## config.mk

```make
export PLATFORM = sky130hd
export DESIGN_NAME = bounce_gen
export DESIGN_NICKNAME = d
export VERILOG_FILES = /design/src/rtl/bounce_gen.sv
export SDC_FILE = /design/constraint.sdc
export NUM_CORES = 1
export LEC_CHECK = 0
export CAP_MARGIN = 20
export CORE_MARGIN = 1
export CORE_UTILIZATION = 64
export DETAILED_ROUTE_END_ITERATION = 8
export PLACE_DENSITY = 0.87
export SLEW_MARGIN = 40
export SYNTH_ARGS = -nofsm -noshare
export SYNTH_HDL_FRONTEND = slang
export SYNTH_SLANG_ARGS = --single-unit
```

## constraint.sdc

```tcl
create_clock -name clk -period 3.1 [get_ports clk]
set_input_delay 0.465 -clock clk [delete_from_list [all_inputs] [get_ports clk]]
set_output_delay 0.465 -clock clk [all_outputs]
set_load 0.05 [all_outputs]
```

## src/rtl/bounce_gen.sv

```systemverilog
// bounce_gen: contact-bounce emulator. Turns a clean level request into a
// bouncing output that settles on the requested level after a fixed window.
// The window length, segment lengths and the pseudo-random pattern are all set
// by parameters, so a given configuration always produces the same waveform.
// Optional feature: define BOUNCE_GEN_GLITCH_COUNT_EN to add the 8-bit
// 'glitches' output, which counts the out toggles of the last/current bounce.
module bounce_gen #(
    parameter int          C_CLK_FRQ     = 100000000,  // clock frequency [Hz]
    parameter real         C_INTERVAL    = 0.010,      // bounce window [ms]
    parameter int          C_MIN_GLITCH  = 2,          // minimum segment [cycles]
    parameter int          C_GLITCH_BITS = 4,          // random extension width
    parameter logic [15:0] C_SEED        = 16'hACE1    // LFSR reset value
) (
    input  logic       clk,
    input  logic       rstb,     // asynchronous, active-high
    input  logic       in,
    output logic       out,
    output logic       busy,
    output logic       done
`ifdef BOUNCE_GEN_GLITCH_COUNT_EN
    ,
    output logic [7:0] glitches
`endif
);

    // Window length in cycles; the real-to-int cast rounds to nearest.
    localparam int N  = int'(real'(C_CLK_FRQ) * C_INTERVAL / 1000.0);
    localparam int WW = (N > 0) ? $clog2(N + 1) : 1;
    localparam int SW = $clog2(C_MIN_GLITCH + (1 << C_GLITCH_BITS));

    // Field of the LFSR that extends each segment beyond the minimum length.
    localparam logic [15:0] MASK      = 16'((1 << C_GLITCH_BITS) - 1);
    // Taps of x^16+x^14+x^13+x^11+1 for a right-shifting Galois register.
    localparam logic [15:0] TAPS      = 16'hB400;
    // An all-zero LFSR would lock up, so a zero seed is replaced by 1.
    localparam logic [15:0] LFSR_INIT = (C_SEED == 16'h0000) ? 16'h0001 : C_SEED;

    localparam logic [1:0] ST_IDLE   = 2'd0;
    localparam logic [1:0] ST_BOUNCE = 2'd1;
    localparam logic [1:0] ST_SETTLE = 2'd2;

    logic          inMeta;
    logic          inSync;
    logic [1:0]    state;
    logic          target;
    logic [WW-1:0] window;
    logic [SW-1:0] seg;
    logic [15:0]   lfsr;

    logic [SW-1:0] segLoad;
    logic          segHit;
    logic          winEnd;
    logic          retarget;

    assign segLoad  = SW'(C_MIN_GLITCH) + SW'(lfsr & MASK);
    assign segHit   = (seg == SW'(1));
    assign winEnd   = (window == WW'(1));
    assign retarget = (inSync != target);

    assign busy = (state == ST_BOUNCE);
    assign done = (state == ST_SETTLE);

    // Two-flop synchroniser for the asynchronous level request.
    always_ff @(posedge clk or posedge rstb) begin
        if (rstb) begin
            inMeta <= 1'b0;
            inSync <= 1'b0;
        end else begin
            // NOTE: non-blocking assignments make both flops sample the old
            // values, giving a real two-stage chain instead of a single wire.
            inMeta <= in;
            inSync <= inMeta;
        end
    end

    // Pattern generator: steps only while bouncing so each bounce is repeatable.
    always_ff @(posedge clk or posedge rstb) begin
        if (rstb) begin
            lfsr <= LFSR_INIT;
        end else if (state == ST_BOUNCE) begin
            lfsr <= {1'b0, lfsr[15:1]} ^ (lfsr[0] ? TAPS : 16'h0000);
        end
    end

    // Main sequencer: idle -> bounce window -> one settle cycle -> idle.
    always_ff @(posedge clk or posedge rstb) begin
        if (rstb) begin
            state  <= ST_IDLE;
            target <= 1'b0;
            out    <= 1'b0;
            window <= '0;
            seg    <= '0;
        end else begin
            case (state)
                ST_IDLE: begin
                    if (retarget) begin
                        target <= inSync;
                        if (N == 0) begin
                            // Zero-length window: follow the request directly.
                            out   <= inSync;
                            state <= ST_SETTLE;
                        end else begin
                            out    <= ~out;
                            window <= WW'(N);
                            seg    <= segLoad;
                            state  <= ST_BOUNCE;
                        end
                    end
                end
                ST_BOUNCE: begin
                    // A new request restarts the window but keeps bouncing.
                    if (retarget) begin
                        target <= inSync;
                        window <= WW'(N);
                    end else begin
                        window <= window - 1'b1;
                    end
                    // Window end forces the target and drops a coinciding toggle.
                    if (!retarget && winEnd) begin
                        out   <= target;
                        state <= ST_SETTLE;
                    end else if (segHit) begin
                        out <= ~out;
                        seg <= segLoad;
                    end else begin
                        seg <= seg - 1'b1;
                    end
                end
                ST_SETTLE: begin
                    state <= ST_IDLE;
                end
                default: begin
                    state <= ST_IDLE;
                end
            endcase
        end
    end

`ifdef BOUNCE_GEN_GLITCH_COUNT_EN
    logic       bounceToggle;
    logic [7:0] glitchCnt;

    // Flags an out edge produced by the bounce state in this cycle.
    always_comb begin
        // NOTE: default first, so no path through this block infers a latch.
        bounceToggle = 1'b0;
        if (state == ST_BOUNCE) begin
            if (!retarget && winEnd) begin
                bounceToggle = (out != target);
            end else begin
                bounceToggle = segHit;
            end
        end
    end

    // Toggle counter: starts at 1 for the entry toggle, saturates at 255.
    always_ff @(posedge clk or posedge rstb) begin
        if (rstb) begin
            glitchCnt <= 8'd0;
        end else if (state == ST_IDLE && retarget && N != 0) begin
            glitchCnt <= 8'd1;
        end else if (bounceToggle && glitchCnt != 8'hFF) begin
            glitchCnt <= glitchCnt + 8'd1;
        end
    end

    assign glitches = glitchCnt;
`endif

endmodule

```

==> summary.txt <==
Drt
  • Residual DRC count: 0
  • First-pass detailed-route iteration total: 4
  • Final ANT Viol Nets: 0
  • Vias per cell: 5.92
  • Total number of vias: 1349
  • Detailed Route WL: 3.50 mm
  • WL/cell: 15.4 um
  • Starting DRT DRC Count: 37

GRT
  • Initial antenna violation count: 0
  • First-pass GRT wire length: 6.03 mm
  • Grt total ovfl: 0
  • Largest net degree at the start of global routing: 38
  • Vias in the first global route: 1305
  • Total track usage: 25.3%

Layout
  • Layout cells sized above 1: 13.1%
  • Cell Count, Final, Fillers Out: 228
  • Final nets: 205
  • # fillers: 192
  • Finished layout cell area: 1950 um^2
  • Layout Area Growth over Synthesis: 7.23%
  • Diodes inserted: 0

Die
  • Initial Utilization: 70.2%
  • Die X: 55.3 um
  • Die Area: 3060 um^2
  • Chip height: 55.3 um
  • Core area: 2590 um^2
  • # rows: 18
  • I/O pin count: 6

Clock network
  • H-tree depth: 2
  • Root Buffer: clkbuf_4
  • Worst-path clk slew: 110 ps
  • Clock Latency Late Sink: 340 ps
  • Clock sink count: 37
  • Clk buf depth: 2
  • Clock buffers created by TritonCTS: 5
  • CTS tree: yes
  • Post-CTS sizing: 0
  • Hold_buf cts: 0
  • Post-CTS setup buffer count: 0

Run
  • Maxcap violations: 0

STA
  • Worst hold margin: 381 ps
  • Clk_skew: 3.69 ps
  • Final period util: 84.5%
  • Slew headroom: 55.8%
  • RSZ-0062 raised after global routing: no
  • Minimum clock period: 2620 ps
  • Final setup fails: 0
  • Maximum clock rate: 0.382 GHz
  • Worst-margin pin slew: 657 ps
  • Slew Limit Fails: 0
  • Fin. Hold Viols: 0
  • Total Neg Setup Slack: 0 ps

Yosys
  • Area share of the largest cell type after synthesis: 39.9%
  • Synth async-reset ratio: 100%
  • Synth Flop Type: dfrtp_1
  • Synthesized area: 1820 um^2
  • Post-Syn Instances: 189
  • Post-synth EDFFs: 0
  • Cell taking the most area after synthesis: dfrtp_1
  • Register area share after synthesis: 51.5%
  • Yosys reg bits: 37
  • Count leader, synth: nand2_1
  • Synth warn: 0
  • Synth unique cells: 47
  • Largest cells by area after synthesis: dfrtp_1 (40%), dfstp_2 (12%), nand2_1 (11%), ha_1 (3.4%), xnor2_1 (3.4%)
  • Avg Inst Size Synth: 9.62 um^2
  • Synth cell count leaders: nand2_1 (52), dfrtp_1 (29), inv_1 (9), nor3_1 (9), dfstp_2 (8)
  • Syn Nets: 197

Worst setup path
  • Crit-path cells: nand2b_1 -> inv_2 -> clkdlybuf4s50_1
  • CP max stage cell: clkdlybuf4s50_1
  • Critical Path RT: 2630 ps
  • Crit end category: primary output
  • Arrival @ worst endpoint: 2150 ps
  • WS Path Type: register to primary output
  • Crit-path max cell delay: 870 ps
  • CP Launch Type: register
  • Biggest fanout along the worst timing path: 20

Placed design
  • RePlAce Congestion: 0.772
  • PortBufs: 5
  • DPL Wire Length: 2.38 mm
  • DP Area: 1890 um^2
  • Placed cell count: 220

Power
  • Total Power: 1.10 mW
  • Leakage: 0.886 nW
  • Power density over the cells: 564 nW/um^2
  • Max VDD drop: 0.482 mV

Hold path
  • Hold Crit Class: register to register

Run status
  • Status: finished clean
report_power, final:
group	internal, mW	total, mW	switching [mW]
Sequential	0.543	0.624	0.0813
Combinational	0.108	0.227	0.119
Clock	0.0855	0.249	0.163
placed cells by master, fill, tap and decap left out, types with 2 or more instances in the layout:
cell type / instances
a211oi_1: 2
a21oi_1: 3
a2bb2oi_1: 3
and3_1: 2
buf_4: 2
clkbuf_4: 5
clkdlybuf4s50_1: 5
clkinv_2: 2
dfrtp_1: 29
dfstp_2: 8
ha_1: 5
inv_1: 9
nand2_1: 52
nand3_1: 3
nand4_1: 2
nor2_1: 7
nor3_1: 9
nor4_1: 2
o2111ai_1: 2
o21ai_0: 3
o21ai_1: 6
xnor2_1: 7
xor2_1: 4
sequential cells by signal, indices dropped and copies added, names as in the netlist:
name    count
out         1
window     10
inSync      1
target      1
lfsr       16
seg         5
state       2
inMeta      1
stage by stage:
step / worst slack (ps) / util [%]
after floorplan: 1390 / -
after global placement: 936 / 73.1
after detailed placement: 917 / 73.1
after CTS: 506 / 75.3
after global routing: 378 / 75.3
final: 481 / 75.3
routing by layer:
layer / vias up / share of wire, % / global-route usage, %
met5: - / 0 / 0
met4: 0 / 2.6 / 9.64
met3: 11 / 4.4 / 7.49
met2: 45 / 48 / 38.7
met1: 636 / 45 / 34.0
li1: 657 / - / -
area by class of cell:
cell class	instances	area, um^2	share of cell area, %
Multi-Input combinational cell	136	818	42.0
Tap cell	30	37.5	1.93
Inverter	10	37.5	1.93
Sequential cell	37	936	48.0
Clock inverter	3	17.5	0.899
Clock buffer	5	37.5	1.93
Timing Repair Buffer	7	65.1	3.34
kinds of logic (layout without fill, tap and decap cells):
| family | after synthesis | in the layout | share of synthesized area (%) |
|---|---|---|---|
| buffers and inverters | 16 | 25 | 3.51 |
| adder cells (fa/ha/maj) | 5 | 5 | 3.44 |
| multiplexers | 3 | 3 | 1.79 |
| flip-flops | 37 | 37 | 51.5 |
| AND/OR/NAND/NOR | 88 | 88 | 23.5 |
| AO/OA/AOI/OAI | 29 | 29 | 10.9 |
| XOR/XNOR | 11 | 11 | 5.30 |
worst max-delay path: cells and delay by family, from the launching register on:
family / cells / cell delay [ps]
buffers and inverters: 2 / 1150
AND/OR/NAND/NOR: 1 / 140
flip-flops: 1 / 510
final timing paths:
check / from / endpoint / slack (ps) / cells after the start
worst max-delay path: state[0] / busy / 480 / 3
worst min register to register: inMeta / inSync / 380 / 0
worst min-delay path: inMeta / inSync / 380 / 0
worst max register to register: seg[1] / out / 1300 / 6
max in group asynchronous: rstb / lfsr[5] / 2240 / 3
min in group asynchronous: rstb / window[3] / 510 / 3
No activity file was read; power rests on OpenSTA's default activity.
